`src/rtl/alu_issue_queue_pkg.sv`:
```
`default_nettype none
// ============================================================================
// Module      : alu_issue_queue_pkg
// Description : Shared types and sizing constants for the ALU issue queue:
//               micro-op bundle, PRF write-back broadcast, queue entry.
// Revision    : 1.0 - initial release
// ============================================================================
package alu_issue_queue_pkg;

  localparam int ALU_IQ_DEPTH  = 8;
  localparam int ALU_IQ_NUM_WB = 4;
  localparam int ALU_IQ_PREG_W = 7;   // physical register tag width
  localparam int ALU_IQ_XLEN   = 64;  // write-back data width

  typedef struct packed {
    logic                     valid;
    logic [3:0]               opcode;
    logic [5:0]               rob_idx;
    logic                     op0re;
    logic [ALU_IQ_PREG_W-1:0] op0PAddr;
    logic                     op1re;
    logic [ALU_IQ_PREG_W-1:0] op1PAddr;
    logic                     dstwe;
    logic [ALU_IQ_PREG_W-1:0] dstPAddr;
  } UOPBundle;

  typedef struct packed {
    logic                     wen;
    logic [ALU_IQ_PREG_W-1:0] rd;
    logic [ALU_IQ_XLEN-1:0]   wdata;
  } PRFwInfo;

  typedef struct packed {
    UOPBundle uop;
    logic     rdy0;
    logic     rdy1;
    logic     valid;
  } ALUIQEntry;

  // True when a broadcast with write enable targets the given tag.
  function automatic logic preg_hit(input logic wen,
                                    input logic [ALU_IQ_PREG_W-1:0] rd,
                                    input logic [ALU_IQ_PREG_W-1:0] tag);
    return wen && (rd == tag);
  endfunction

endpackage
`default_nettype wire

```
`src/rtl/alu_issue_queue_if.sv`:
```
`default_nettype none
// ============================================================================
// Module      : alu_issue_queue_if
// Description : Dispatch / write-back / issue bundle of the ALU issue queue.
//               master : dispatch side (drives enq, wb_bus, flush, stall)
//               slave  : the queue (drives enq_ready, issue_uop, count)
// Revision    : 1.0 - initial release
// ============================================================================
interface alu_issue_queue_if
  import alu_issue_queue_pkg::*;
#(
  parameter int DEPTH  = ALU_IQ_DEPTH,
  parameter int NUM_WB = ALU_IQ_NUM_WB
);

  UOPBundle               enq_uop;
  logic                   enq_op0_rdy;
  logic                   enq_op1_rdy;
  logic                   enq_ready;
  PRFwInfo                wb_bus [NUM_WB];
  logic                   flush;
  logic                   issue_stall;
  UOPBundle               issue_uop;
  logic [$clog2(DEPTH):0] count;

  modport master (
    output enq_uop, enq_op0_rdy, enq_op1_rdy, wb_bus, flush, issue_stall,
    input  enq_ready, issue_uop, count
  );

  modport slave (
    input  enq_uop, enq_op0_rdy, enq_op1_rdy, wb_bus, flush, issue_stall,
    output enq_ready, issue_uop, count
  );

endinterface
`default_nettype wire

```
`src/rtl/alu_iq_select.sv`:
```
`default_nettype none
// ============================================================================
// Module      : alu_iq_select
// Description : Combinational find-first-set over the request vector; the
//               lowest set index (oldest entry) wins.
//   i_req   : per-entry request (valid & rdy0 & rdy1)
//   o_grant : one-hot grant
//   o_idx   : index of the granted entry
//   o_any   : at least one request present
// Revision    : 1.0 - initial release
// ============================================================================
module alu_iq_select #(
  parameter int DEPTH = 8
) (
  input  logic [DEPTH-1:0]         i_req,
  output logic [DEPTH-1:0]         o_grant,
  output logic [$clog2(DEPTH)-1:0] o_idx,
  output logic                     o_any
);

  localparam int c_IDX_W = $clog2(DEPTH);

  // Scan high to low so the last hit written is the lowest index.
  always_comb begin
    o_grant = '0;
    o_idx   = '0;
    o_any   = 1'b0;
    for (int i = DEPTH - 1; i >= 0; i--) begin
      if (i_req[i]) begin
        o_grant    = '0;
        o_grant[i] = 1'b1;
        o_idx      = c_IDX_W'(i);
        o_any      = 1'b1;
      end
    end
  end

endmodule
`default_nettype wire

```
`src/rtl/alu_issue_queue.sv`:
```
`default_nettype none
// ============================================================================
// Module      : alu_issue_queue
// Description : Collapsing out-of-order issue queue for the ALU pipe. Index 0
//               is the oldest entry; the oldest ready entry issues each cycle
//               into a registered output.
//   clk, rst : clock, synchronous active-high reset
//   iq       : alu_issue_queue_if.slave (enqueue, write-back broadcasts,
//              flush, issue_stall, issue_uop, count, enq_ready)
// Build option: define ALU_IQ_BACK2BACK_EN to wake dependents of the selected
//               uop in the select cycle (back-to-back issue via ALU bypass).
// Revision    : 1.0 - initial release
// ============================================================================
module alu_issue_queue
  import alu_issue_queue_pkg::*;
#(
  parameter int DEPTH  = ALU_IQ_DEPTH,
  parameter int NUM_WB = ALU_IQ_NUM_WB
) (
  input  logic              clk,
  input  logic              rst,
  alu_issue_queue_if.slave  iq
);

  localparam int c_IDX_W = $clog2(DEPTH);
  localparam int c_CNT_W = c_IDX_W + 1;

  ALUIQEntry          r_q [DEPTH];
  logic [c_CNT_W-1:0] r_count;
  UOPBundle           r_issue;

  logic [DEPTH-1:0]         w_req;
  logic [DEPTH-1:0]         w_grant;
  logic [c_IDX_W-1:0]       w_sel_idx;
  logic                     w_any;
  logic                     w_issue;
  logic                     w_enq;
  logic                     w_enq_ready;
  logic [c_CNT_W-1:0]       w_wr_idx;
  UOPBundle                 w_sel_uop;
  ALUIQEntry                w_enq_ent;
  ALUIQEntry                w_woken [DEPTH+1];
  ALUIQEntry                w_q_nxt [DEPTH];
  logic                     w_b2b_wen;
  logic [ALU_IQ_PREG_W-1:0] w_b2b_rd;
  logic                     w_unused_wdata;

  always_comb begin
    for (int i = 0; i < DEPTH; i++) begin
      w_req[i] = r_q[i].valid & r_q[i].rdy0 & r_q[i].rdy1;
    end
  end

  alu_iq_select #(.DEPTH(DEPTH)) u_select (
    .i_req   (w_req),
    .o_grant (w_grant),
    .o_idx   (w_sel_idx),
    .o_any   (w_any)
  );

  always_comb begin
    w_sel_uop = '0;
    for (int i = 0; i < DEPTH; i++) begin
      if (w_grant[i]) w_sel_uop = r_q[i].uop;
    end
  end

  assign w_enq_ready = (r_count < c_CNT_W'(DEPTH));
  assign w_issue     = w_any & ~iq.issue_stall & ~iq.flush;
  assign w_enq       = iq.enq_uop.valid & w_enq_ready & ~iq.flush;
  // The issuing entry vacates a slot below the tail in the same cycle.
  assign w_wr_idx    = r_count - c_CNT_W'(w_issue);

`ifdef ALU_IQ_BACK2BACK_EN
  assign w_b2b_wen = w_issue & w_sel_uop.dstwe;
  assign w_b2b_rd  = w_sel_uop.dstPAddr;
`else
  assign w_b2b_wen = 1'b0;
  assign w_b2b_rd  = '0;
`endif

  // Wakeup: sticky OR of every broadcast match into the stored ready bits.
  // w_woken[DEPTH] is an empty slot shifted into the top on collapse.
  always_comb begin
    for (int i = 0; i < DEPTH; i++) begin
      w_woken[i] = r_q[i];
      for (int k = 0; k < NUM_WB; k++) begin
        if (preg_hit(iq.wb_bus[k].wen, iq.wb_bus[k].rd, r_q[i].uop.op0PAddr)) w_woken[i].rdy0 = 1'b1;
        if (preg_hit(iq.wb_bus[k].wen, iq.wb_bus[k].rd, r_q[i].uop.op1PAddr)) w_woken[i].rdy1 = 1'b1;
      end
      if (preg_hit(w_b2b_wen, w_b2b_rd, r_q[i].uop.op0PAddr)) w_woken[i].rdy0 = 1'b1;
      if (preg_hit(w_b2b_wen, w_b2b_rd, r_q[i].uop.op1PAddr)) w_woken[i].rdy1 = 1'b1;
    end
    w_woken[DEPTH] = '0;
  end

  // New entry sees same-cycle broadcasts so a racing write-back is not lost.
  always_comb begin
    w_enq_ent       = '0;
    w_enq_ent.uop   = iq.enq_uop;
    w_enq_ent.valid = 1'b1;
    w_enq_ent.rdy0  = ~iq.enq_uop.op0re | iq.enq_op0_rdy
                    | preg_hit(w_b2b_wen, w_b2b_rd, iq.enq_uop.op0PAddr);
    w_enq_ent.rdy1  = ~iq.enq_uop.op1re | iq.enq_op1_rdy
                    | preg_hit(w_b2b_wen, w_b2b_rd, iq.enq_uop.op1PAddr);
    for (int k = 0; k < NUM_WB; k++) begin
      if (preg_hit(iq.wb_bus[k].wen, iq.wb_bus[k].rd, iq.enq_uop.op0PAddr)) w_enq_ent.rdy0 = 1'b1;
      if (preg_hit(iq.wb_bus[k].wen, iq.wb_bus[k].rd, iq.enq_uop.op1PAddr)) w_enq_ent.rdy1 = 1'b1;
    end
  end

  // Collapse: entries at and above the issued index move down by one.
  always_comb begin
    for (int i = 0; i < DEPTH; i++) begin
      if (w_issue && (c_IDX_W'(i) >= w_sel_idx)) w_q_nxt[i] = w_woken[i+1];
      else                                       w_q_nxt[i] = w_woken[i];
      if (w_enq && (c_CNT_W'(i) == w_wr_idx))     w_q_nxt[i] = w_enq_ent;
    end
  end

  always_ff @(posedge clk) begin
    if (rst || iq.flush) begin
      for (int i = 0; i < DEPTH; i++) r_q[i] <= '0;
      r_count <= '0;
      r_issue <= '0;
    end else begin
      for (int i = 0; i < DEPTH; i++) r_q[i] <= w_q_nxt[i];
      r_count <= r_count + c_CNT_W'(w_enq) - c_CNT_W'(w_issue);
      if (!iq.issue_stall) r_issue <= w_issue ? w_sel_uop : '0;
    end
  end

  assign iq.enq_ready = w_enq_ready;
  assign iq.issue_uop = r_issue;
  assign iq.count     = r_count;

  // Write-back data is carried on the bus but not needed for wakeup.
  always_comb begin
    w_unused_wdata = 1'b0;
    for (int k = 0; k < NUM_WB; k++) w_unused_wdata = w_unused_wdata ^ (^iq.wb_bus[k].wdata);
  end

endmodule
`default_nettype wire

```
`src/flat_wrapper.sv`:
```
// flat-port wrapper written by rule: the top's interface ports become plain ports
module alu_issue_queue_flat import alu_issue_queue_pkg::*;
#(
  parameter int DEPTH  = ALU_IQ_DEPTH,
  parameter int NUM_WB = ALU_IQ_NUM_WB
)
  (clk, rst, iq_enq_uop, iq_enq_op0_rdy, iq_enq_op1_rdy, iq_wb_bus, iq_flush, iq_issue_stall, iq_enq_ready, iq_issue_uop, iq_count);
  alu_issue_queue_if #(.DEPTH(DEPTH), .NUM_WB(NUM_WB)) iq_i ();
  input  logic clk;
  input  logic rst;
  input wire logic [$bits(iq_i.enq_uop)-1:0] iq_enq_uop;
  input wire logic [$bits(iq_i.enq_op0_rdy)-1:0] iq_enq_op0_rdy;
  input wire logic [$bits(iq_i.enq_op1_rdy)-1:0] iq_enq_op1_rdy;
  input wire logic [$bits(iq_i.wb_bus)-1:0] iq_wb_bus;
  input wire logic [$bits(iq_i.flush)-1:0] iq_flush;
  input wire logic [$bits(iq_i.issue_stall)-1:0] iq_issue_stall;
  output wire logic [$bits(iq_i.enq_ready)-1:0] iq_enq_ready;
  output wire logic [$bits(iq_i.issue_uop)-1:0] iq_issue_uop;
  output wire logic [$bits(iq_i.count)-1:0] iq_count;
  assign iq_i.enq_uop = iq_enq_uop;
  assign iq_i.enq_op0_rdy = iq_enq_op0_rdy;
  assign iq_i.enq_op1_rdy = iq_enq_op1_rdy;
  assign iq_i.wb_bus = {>>{iq_wb_bus}};
  assign iq_i.flush = iq_flush;
  assign iq_i.issue_stall = iq_issue_stall;
  assign iq_enq_ready = iq_i.enq_ready;
  assign iq_issue_uop = iq_i.issue_uop;
  assign iq_count = iq_i.count;
  alu_issue_queue #(.DEPTH(DEPTH), .NUM_WB(NUM_WB)) u_core (.clk(clk), .rst(rst), .iq(iq_i));
endmodule
```
`config.mk`:
```
export PLATFORM = sky130hd
export DESIGN_NAME = alu_issue_queue_flat
export DESIGN_NICKNAME = d
export VERILOG_FILES = /design/src/rtl/alu_issue_queue_pkg.sv /design/src/rtl/alu_issue_queue_if.sv /design/src/rtl/alu_iq_select.sv /design/src/rtl/alu_issue_queue.sv /design/src/flat_wrapper.sv
export SDC_FILE = /design/constraint.sdc
export NUM_CORES = 1
export LEC_CHECK = 0
export BUFFER_PORTS_ARGS = -buffer_cell sky130_fd_sc_hd__buf_4
export CORE_UTILIZATION = 33
export CTS_BUF_LIST = sky130_fd_sc_hd__clkbuf_16
export DETAILED_ROUTE_END_ITERATION = 10
export PLACE_DENSITY = 0.63
export SLEW_MARGIN = 20
export SYNTH_ARGS = -nofsm -noshare
export SYNTH_HDL_FRONTEND = slang
export SYNTH_HIERARCHICAL = 1
export SYNTH_SLANG_ARGS = --single-unit
```
`constraint.sdc`:
```
create_clock -name clk -period 3.8 [get_ports clk]
set_clock_uncertainty 0.1 [all_clocks]
set_input_delay 0.57 -clock clk [delete_from_list [all_inputs] [get_ports clk]]
set_output_delay 0.57 -clock clk [all_outputs]
set_load 0.05 [all_outputs]
```
======== After elaboration in Yosys (flattened, before gate mapping) ========
Memory sizes are Yosys's and may differ from the RTL's.
Index checks and enable logic that the tools add are counted.
W data, S select, Z words.
word-level totals
  register bits after elaboration ......... 39
  output and inout port bits .............. 40
  logic and storage cells ................. 358
  input bits .............................. 329
  bits in writable memories ............... 304
  ROM bits ................................ 0
  memories kept ........................... 1
  bits in latches ......................... 0
operators by class
  bitwise operators ....................... 34
  reduce and logical (&&, ||, !) cells .... 90
  div/mod/pow operators ................... 0
  order comparisons ....................... 9
  muxes and demuxes ....................... 132
  multiply operators ...................... 0
  equality and inequality tests ........... 79
  add/subtract/negate cells ............... 3
  shift-type cells ........................ 0
memory list
  memory      words  width  read ports  clocked after memory_dff  write ports  RTL line               RTL
  u_core.r_q  8      38     8           0                         8            alu_issue_queue.sv:28  ALUIQEntry r_q [DEPTH];
operators by type and width
  operator              count
  $mux W38              24
  $eq A7 B7 Y1          72
  $mux W35              9
  $logic_and A1 B1 Y1   88
  $mux W1               83
  $mux W8               8
  $mux W3               8
  $and A1 B1 Y1         20
  $eq A3 B4 Y1 const A  4
  $ge A3 B3 Y1 const A  4
  $or A1 B1 Y1          10
  $eq A2 B4 Y1 const A  2
  $sub A4 B1 Y4         2
  $ge A1 B3 Y1 const A  2
  $ge A2 B3 Y1 const A  2
  $add A4 B1 Y4         1
  $eq A1 B4 Y1 const A  1
  $logic_not A4 Y1      1
  $lt A4 B4 Y1 const B  1
  $not A1 Y1            4
  $logic_or A1 B1 Y1    1

======== Depth between registers and ports, before layout ========
Gate-level depths: netlist of run 1.
An unclocked memory read counts as a cell.
  word-level depth ........................ 20
  mapped depth ............................ 17
  gate-level depth less buffers ........... 13

======== Cells and area by module ========
The synthesis of run 1 kept the hierarchy.
modules (own cells, without submodules)
  module           sequential area each (um2)  area each (um2)  instances  cells each
  alu_issue_queue  6866.6                      23817.8          1          3233
  alu_iq_select    0.0                         158.9            1          22

======== Least setup slack after synthesis of run 1 ========
Ideal clock, no wire load.
  kind .................................... register -> register
  from .................................... mem u_core/r_q[0][38] in the netlist's numbering
  to ...................................... mem u_core/r_q[0][52] in the netlist's numbering
  clock period less this slack ............ 3478 ps
  cell stages (with the launch flop) ...... 17
  arrival ................................. 3288 ps
  slack ................................... 322 ps
  required time ........................... 3609 ps
  buffers on the path ..................... 4
  setup time .............................. 91 ps
  path through ............................ dfxtp_1 -> and3_1 -> nor4_4 -> nand3_1 -> or3b_1 -> buf_2 -> inv_2 -> buf_2 -> clkbuf_1 -> ha_1 -> ha_1 -> xor2_1 -> nor2_1 -> nand2_1 -> clkbuf_1 -> nor2_1 -> a311oi_1
RTL lines
  what                RTL line
  start: declaration  alu_issue_queue.sv:28

==> results.txt, run 1 <==
----------------------------------------------------
[Yosys]
  Compound-Gate Fraction of Synth Area ... 0.208
  Post-synthesis share of cell area spent on and, or, nand and nor gates ... 0.212
  Synth Flop Type ... dfxtp_1
  Number of enable-type register cells in the synthesized netlist ... 0
  Gate count after technology mapping ... around 3,300
  Yosys warning count ... 6
  Multiplexer fraction of the synthesized cell area ... 0.0201
  Library cells used by synthesis ... 61
  Sequential cell area fraction in the yosys report ... 0.286
  Post-Synth XOR/XNOR Area ... 0.186
  Post-Syn Nets ... 3,593
  Average size of a mapped cell ... 7.37 um2
  Combined area of all synthesized cells ... 0.0240 mm2
  Fraction of registers with async set or reset after synthesis ... 0
  Main combinational cell family by area after synthesis ... simple AND/OR/NAND/NOR gates
  FF+latch count, synth ... approximately 340
  Share of synthesized cell area in full adder, half adder and majority cells ... 0.00501

[Pwr]
  Peak supply drop ... 269 uV
  Overall power ... slightly above 8 mW
  Reg power frac ... 0.443
  Internal power ... around 6.0 mW
  Switching fraction of total power ... 0.273
  Proportion of power drawn by combinational gates ... 0.103
  Total power density per cell area ... 312 mW/mm2
  Static leakage power ... ~8.6 nW
  Switching power summed over all nets ... 2.24 mW
  Clk pwr share ... 0.454

[Place]
  Sum of net half-perimeters after detailed placement ... around 58 mm
  Count of input and output buffers ... 112
  Weighted congestion at the end of routability-driven global placement ... 0.947

[GRT]
  Initial antenna violation count ... 2
  First-pass GRT wire length ... 136 mm
  Number of global-route vias before repair ... 21,400
  Pin count of the biggest net entering global routing ... about 190
  GRT Total Usage ... 0.238
  Sum of overflow across all layers after global routing ... 0

[STA]
  Achievable Freq ... 0.280 GHz
  Final count of negative-setup-slack endpoints ... 0
  Final worst path period share ... 0.940
  RSZ-0062 raised after global routing ... false
  Remaining max-slew budget at the tightest pin ... 0.314
  Final TNS setup ... 0 ns
  Final count of pins violating max slew ... 0
  Measured slew at the worst slew-check pin ... between 1 and 1.5 ns
  Number of hold-slack violations in the final timing report ... 0
  Shortest period the worst path allows ... 3.57 ns

[Floorplanning]
  I/O Pins ... roughly 370
  Starting Density ... 0.334
  Core Rows ... 98
  Area of the die ... 0.0737 mm2
  Core region area ... 0.0717 mm2
  Width of the chip ... 272 um
  Height of the die ... 272 um

[Clock tree]
  Number of sinks on the clock net ... 343
  Hold-fix buffers, CTS ... 0
  CTS clock-pin slew for the worst setup and hold paths ... approximately 0.060 ns
  Total clock buffers created by CTS ... 39
  Number of buffers between clock root and the deepest sink ... 3
  Resize count post-CTS ... 0
  Clock latency on the worst-skew pair ... 0.59 ns
  CTS H-Tree Depth ... 2
  CTS tree ... yes
  Clk Tree Root Cell ... clkbuf_16
  Post-CTS Setup Repair Bufs ... 0

[Detailed routing]
  Starting DRT DRC Count ... 2,854
  M1 WL ... 39.4 mm
  Total length of routed met2 wires ... 39.1 mm
  Avg WL per Cell ... between 20 and 25 um
  DR top layer ... met5
  Number of vias in the routed layout ... about 23,000
  Total DRC errors in the routed layout ... 0
  Detailed-router iteration count before antenna repair ... 6
  Total Routed Length ... 91.2 mm
  Met3 wirelength from detailed routing ... about 9.8 mm
  Routed vias/inst ... just under 6
  Count of antenna-violating nets left after detailed routing ... 0

[Worst setup path]
  Peak fanout along the critical path ... 30
  Type of the worst setup path ... flop to flop
  Required @ worst endpoint ... 4.17 ns
  Startpoint Class ... flop
  Endpoint class of the critical path ... flop
  Arr. time, crit path ... 3.94 ns

[Layout]
  # nets final ... between 3,000 and 4,000
  Proportion of layout cells with a drive suffix above 1 ... 0.0946
  Area Growth Syn to Fin ... 9.92%
  Number of filler cells placed in the layout ... around 7,500

[Run status]
  Run status ... finished, final reports clean

[Job]
  Reported max-cap violation count ... 0

[Min path]
  Min-Delay Path Class ... primary input to flop

----------------------------------------------------
-- power by group through the flow --
stage / Sequential, mW / Combinational [mW] / Clock, mW
6_report: 3.64 / 0.847 / 3.73
5_1_grt: 3.64 / 0.887 / 3.92
4_1_cts: 3.64 / 0.822 / 3.78
3_5_place_dp: 3.72 / 0.820 / 0
3_3_place_gp: 3.72 / 0.809 / 0
2_1_floorplan: 3.70 / 0.577 / 0
-- cell usage after synthesis, types with 3 or more instances --
cell type	n	area share
nand2_1	444	0.070
nor2_1	396	0.062
xnor2_1	350	0.13
dfxtp_1	343	0.29
clkbuf_1	270	0.042
a21oi_1	225	0.047
xor2_1	158	0.058
a311oi_1	128	0.047
buf_2	125	0.026
o21ai_0	112	0.023
a211oi_1	103	0.032
nand4_1	103	0.027
mux2i_1	46	0.019
inv_1	42	0.0066
nand3_1	39	0.0081
o211ai_1	39	0.012
nor4_1	38	0.0099
nor3b_1	36	0.011
o2111ai_1	36	0.013
a22oi_1	35	0.011
nand3b_1	35	0.011
buf_1	32	0.0050
a41o_1	12	0.0050
a31oi_1	10	0.0026
and3_1	9	0.0023
a311oi_2	8	0.0050
ha_1	8	0.0042
nor3_1	7	0.0015
a22o_1	5	0.0018
a2bb2o_1	5	0.0021
and2_1	5	0.0013
buf_6	5	0.0023
nor2b_1	4	0.0010
a41oi_1	3	0.0011
nand2b_1	3	0.00078
o22ai_1	3	0.00078
or3_1	3	0.00078
-- critical path, stage by stage (launching register included) --
cell	delay (ns)
dfxtp_1	0.32
and3_1	0.31
nor4_4	0.45
nand3_1	0.21
or3b_2	0.27
inv_2	0.05
ha_1	0.19
ha_1	0.22
xor2_1	0.15
buf_4	0.18
nor2_1	0.17
nand2_2	0.26
buf_12	0.26
a311oi_1	0.30
-- metal layers --
layer / global-route usage / vias up
met1: 0.329 / 11100
met3: 0.0495 / 223
li1: - / 10800
met4: 0.0819 / 4
met5: 0 / -
met2: 0.364 / 1274
-- kinds of logic after synthesis --
kind of cell               after synthesis
and+or+nand+nor                       1135
AOI/OAI and AO/OA                      734
xor gates and xnor gates               508
buffers and inverters                  478
DFF                                    343
muxes                                   48
adders and majority gates                9
-- registers in the layout (all words and copies together), names as in the netlist --
register             flops
u_core/iq.issue_uop     35
u_core/iq.count          4
u_core/r_q             304
-- cells in the final DEF, fill, tap and decap left out, drive strengths merged, types with 4 or more instances in the layout --
master and instances:
nand2 444, nor2 397, xnor2 350, dfxtp 343, a21oi 227, buf 196
xor2 158, a311oi 136, o21ai 112, a211oi 104, nand4 103, inv 55
mux2i 46, nand3 40, clkbuf 39, o211ai 39, nor4 39, o2111ai 36
nor3b 36, a22oi 35, nand3b 35, clkinv 18, a41o 12, a31oi 10
and3 9, nor3 9, ha 8, and2 7, a22o 5, a2bb2o 5
nor2b 4
-- path summary, 6_finish.rpt --
check,start,endpoint,slack (ns),cells after the start
setup reg to reg,u_core/r_q[0][77],u_core/r_q[0][59],0.23,13
setup / recovery,u_core/r_q[0][77],u_core/r_q[0][59],0.23,13
hold reg to reg,u_core/r_q[0][0],u_core/r_q[0][0],0.38,2
hold / removal,iq_enq_uop[27],u_core/r_q[1][144],0.19,3
-- stage by stage --
step / utilization / hold WS (ns) / instances / cell area [um2] / setup WS, ns
6_report: 0.367 / 0.195 / 4039 / 26400 / 0.229
5_1_grt: 0.367 / 0.187 / 4038 / 26400 / 0.103
4_1_cts: 0.367 / 0.175 / 4037 / 26300 / 0.363
3_5_place_dp: 0.350 / 0.368 / 3966 / 25100 / 0.395
3_3_place_gp: 0.350 / 0.360 / 3966 / 25100 / 0.422
2_1_floorplan: - / 0.345 / 3255 / 24000 / 0.322
-- area by class of cell --
| cell class | instances | area [um2] | area share |
|---|---|---|---|
| Antenna cell | 1 | 2.50 | 0.0000949 |
| Timing Repair Buffer | 196 | 1680 | 0.0637 |
| Clock buffer | 39 | 976 | 0.0370 |
| Clock inverter | 32 | 229 | 0.00869 |
| Sequential cell | 343 | 6870 | 0.261 |
| Tap cell | 950 | 1190 | 0.0451 |
| Inverter | 44 | 165 | 0.00627 |
| Multi-Input combinational cell | 2434 | 15200 | 0.579 |
Power figures use the tool's default switching activity.
==> inputs of run 2 (changes only) <==
--- a/config.mk
+++ b/config.mk
@@ -7,11 +7,9 @@
 export LEC_CHECK = 0
 export BUFFER_PORTS_ARGS = -buffer_cell sky130_fd_sc_hd__buf_4
 export CORE_UTILIZATION = 33
-export CTS_BUF_LIST = sky130_fd_sc_hd__clkbuf_16
 export DETAILED_ROUTE_END_ITERATION = 10
 export PLACE_DENSITY = 0.63
 export SLEW_MARGIN = 20
 export SYNTH_ARGS = -nofsm -noshare
 export SYNTH_HDL_FRONTEND = slang
-export SYNTH_HIERARCHICAL = 1
 export SYNTH_SLANG_ARGS = --single-unit
==> results.txt, run 2 <==
----------------------------------------------------
[Run status]
  Run status ... finished, final reports clean

[Worst setup path]
  Critical path cell sequence ... and3_1 > nor4_4 > nand2_2 > o31ai_4 > inv_2 > ha_1 > ha_1 > xor2_1 > nor2_1 > nand2_2 > buf_4 > nor2_1 > a211oi_1
  Crit path largest cell delay ... 0.44 ns
  Family with the most delay on the worst path ... simple AND/OR/NAND/NOR gates
  Arr. time, crit path ... ~4 ns
  Type of the worst setup path ... flop to flop
  Peak fanout along the critical path ... 41
  Buf/Inv on CP ... 2
  Endpoint class of the critical path ... flop
  Critical Path Slowest Stage Cell ... buf_4
  Required @ worst endpoint ... 4.17 ns
  Startpoint Class ... flop

[Detailed routing]
  Starting DRT DRC Count ... about 3,200
  Total DRC errors in the routed layout ... 0
  Count of antenna-violating nets left after detailed routing ... 0
  Detailed-router iteration count before antenna repair ... 8
  Routed vias/inst ... 6.07
  Number of vias in the routed layout ... 23,600
  Avg WL per Cell ... 24.1 um
  Total Routed Length ... approximately 94 mm

[GRT]
  Initial antenna violation count ... 1
  Sum of overflow across all layers after global routing ... 0
  First-pass GRT wire length ... 139 mm
  Number of global-route vias before repair ... between 20,000 and 25,000
  GRT Total Usage ... 0.256
  Pin count of the biggest net entering global routing ... ~110

[Yosys]
  Most frequent cells after synthesis ... 493 x nand2_1, 343 x dfxtp_1, 342 x xnor2_1
  Combined area of all synthesized cells ... 0.0230 mm2
  Library cells used by synthesis ... 53
  Area share of the largest cell type after synthesis ... 0.299
  Synth Flop Type ... dfxtp_1
  Average size of a mapped cell ... approximately 7.5 um2
  Gate count after technology mapping ... 3,083
  Count leader, synth ... nand2_1
  Library cell with the largest summed area after synthesis ... dfxtp_1
  Post-Syn Nets ... approximately 3,400
  Number of enable-type register cells in the synthesized netlist ... 0
  Yosys warning count ... 0
  Fraction of registers with async set or reset after synthesis ... 0
  Sequential cell area fraction in the yosys report ... 0.299
  FF+latch count, synth ... 343
  Biggest area contributors in the synthesized netlist ... dfxtp_1 30%, xnor2_1 13%, nand2_1 8.0%, xor2_1 6.3%, clkbuf_1 4.7%

[STA]
  Final TNS setup ... 0 ns
  Final count of negative-setup-slack endpoints ... 0
  Final count of pins violating max slew ... 0
  Final worst path period share ... 0.933
  Remaining max-slew budget at the tightest pin ... 0.231
  RSZ-0062 raised after global routing ... false
  Achievable Freq ... roughly 0.28 GHz
  Measured slew at the worst slew-check pin ... around 1.2 ns
  Shortest period the worst path allows ... 3.55 ns
  Number of hold-slack violations in the final timing report ... 0

[Layout]
  Combined area of the multi-input logic cells ... around 0.015 mm2
  Number of filler cells placed in the layout ... 7,155
  Flip-flop count of the largest register after layout ... 304
  Commonest non-fill, non-tap cell in the layout ... nand2_1
  Sequential Area ... 0.00687 mm2
  Most used cells in the layout excluding fill and tap cells ... 488 x nand2_1, 343 x dfxtp_1, 342 x xnor2_1
  Diodes inserted ... 0
  Final core area utilization ... 0.372
  Register name with the most flops ... u_core.r_q
  # nets final ... 3,265
  Area Growth Syn to Fin ... 11.5%
  Proportion of layout cells with a drive suffix above 1 ... 0.0992

[Floorplanning]
  Height of the die ... 266 um
  Core region area ... 0.0688 mm2
  Core Rows ... 96
  Area of the die ... between 0.07 and 0.08 mm2
  Starting Density ... 0.334
  I/O Pins ... ~370
  Width of the chip ... 266 um

[Place]
  Count of input and output buffers ... 112
  Sum of net half-perimeters after detailed placement ... 58.5 mm
  Weighted congestion at the end of routability-driven global placement ... 0.966

[Clock tree]
  Total clock buffers created by CTS ... 38
  Number of buffers between clock root and the deepest sink ... 3
  Clock latency on the worst-skew pair ... 0.57 ns
  CTS clock-pin slew for the worst setup and hold paths ... 0.06 ns
  Clk Tree Root Cell ... clkbuf_16
  Hold-fix buffers, CTS ... 0
  Number of sinks on the clock net ... about 340
  CTS H-Tree Depth ... 2
  CTS tree ... yes

[Job]
  Reported max-cap violation count ... 0

[Pwr]
  Static leakage power ... 8.18 nW
  Total power density per cell area ... about 330 mW/mm2
  Peak supply drop ... ~320 uV

[Min path]
  Min-Delay Path Class ... primary input to flop

----------------------------------------------------
==> run 2: cell count changes after synthesis, sizes merged, moves of 37 or more <==
cell	delta
nor2	-113
a211oi	-68
a31oi	+68
buf	-60
a21oi	-58
a22oi	+57
nand2	+51
o21ai	+51
o22ai	+39
o211ai	-37
==> run 2: power by group <==
| group | internal, mW | leakage, nW | switching, mW |
|---|---|---|---|
| Sequential | 3.61 | 2.76 | 0.0263 |
| Combinational | 0.301 | 4.78 | 0.555 |
| Clock | 2.40 | 0.637 | 1.66 |
==> run 2: cells by family (layout without fill, tap and decap cells) <==
logic type	after synthesis	after routing	share of synthesized area
AND/OR/NAND/NOR	993	993	0.186
AO/OA/AOI/OAI	788	788	0.229
XOR/XNOR	508	508	0.193
buffers and inverters	403	274	0.0714
flip-flops	343	343	0.299
multiplexers	39	39	0.0170
adder cells (fa/ha/maj)	9	9	0.00522
==> run 2: metal layers <==
layer  GRT usage  vias to the layer above  routed length (um)
li1            -                    10400                   -
met1       0.350                    11300               38700
met2       0.383                     1521               39800
met3      0.0555                      314               10800
met4       0.113                        2                4270
met5           0                        -                  10
==> run 2: final cells by class <==
type	count	area share
multi-input combinational	2337	0.571
sequential	343	0.268
timing repair buffer	197	0.0627
tap	931	0.0454
clock buffer	50	0.0400
clock inverter	17	0.0118
inverter	10	0.00146
==> run 2: what timing repair did <==
action	in CTS	in global routing
setup endpoints to repair	0	1
gates resized for setup	0	1
setup buffers	0	0
==> run 2: path summary, 6_finish.rpt <==
path | slack [ns] | depth (start not counted) | from | endpoint
setup reg to reg | 0.25 | 13 | u_core.r_q[0][2] | u_core.r_q[0][110]
hold / removal | 0.23 | 3 | iq_enq_uop[26] | u_core.r_q[0][295]
setup / recovery | 0.25 | 13 | u_core.r_q[0][2] | u_core.r_q[0][110]
hold reg to reg | 0.35 | 2 | u_core.iq.issue_uop[29] | u_core.iq.issue_uop[29]
==> run 2: tightest hold or removal path, cell delays in order <==
cell     delay (ns)
buf_4          0.13
a22oi_1        0.09
nor2_1         0.07
==> run 2: through the flow <==
stage | total power [mW] | hold WS (ns) | setup WS, ns | cells | instance area (um2)
after floorplan | 4.27 | 0.352 | 0.313 | 3083 | 23000
after global placement | 4.53 | 0.342 | 0.320 | 3817 | 24300
after detailed placement | 4.55 | 0.345 | 0.259 | 3818 | 24300
after CTS | 8.57 | 0.224 | 0.260 | 3885 | 25600
after global routing | 8.78 | 0.247 | 0.0446 | 3885 | 25600
final | 8.56 | 0.231 | 0.253 | 3885 | 25600
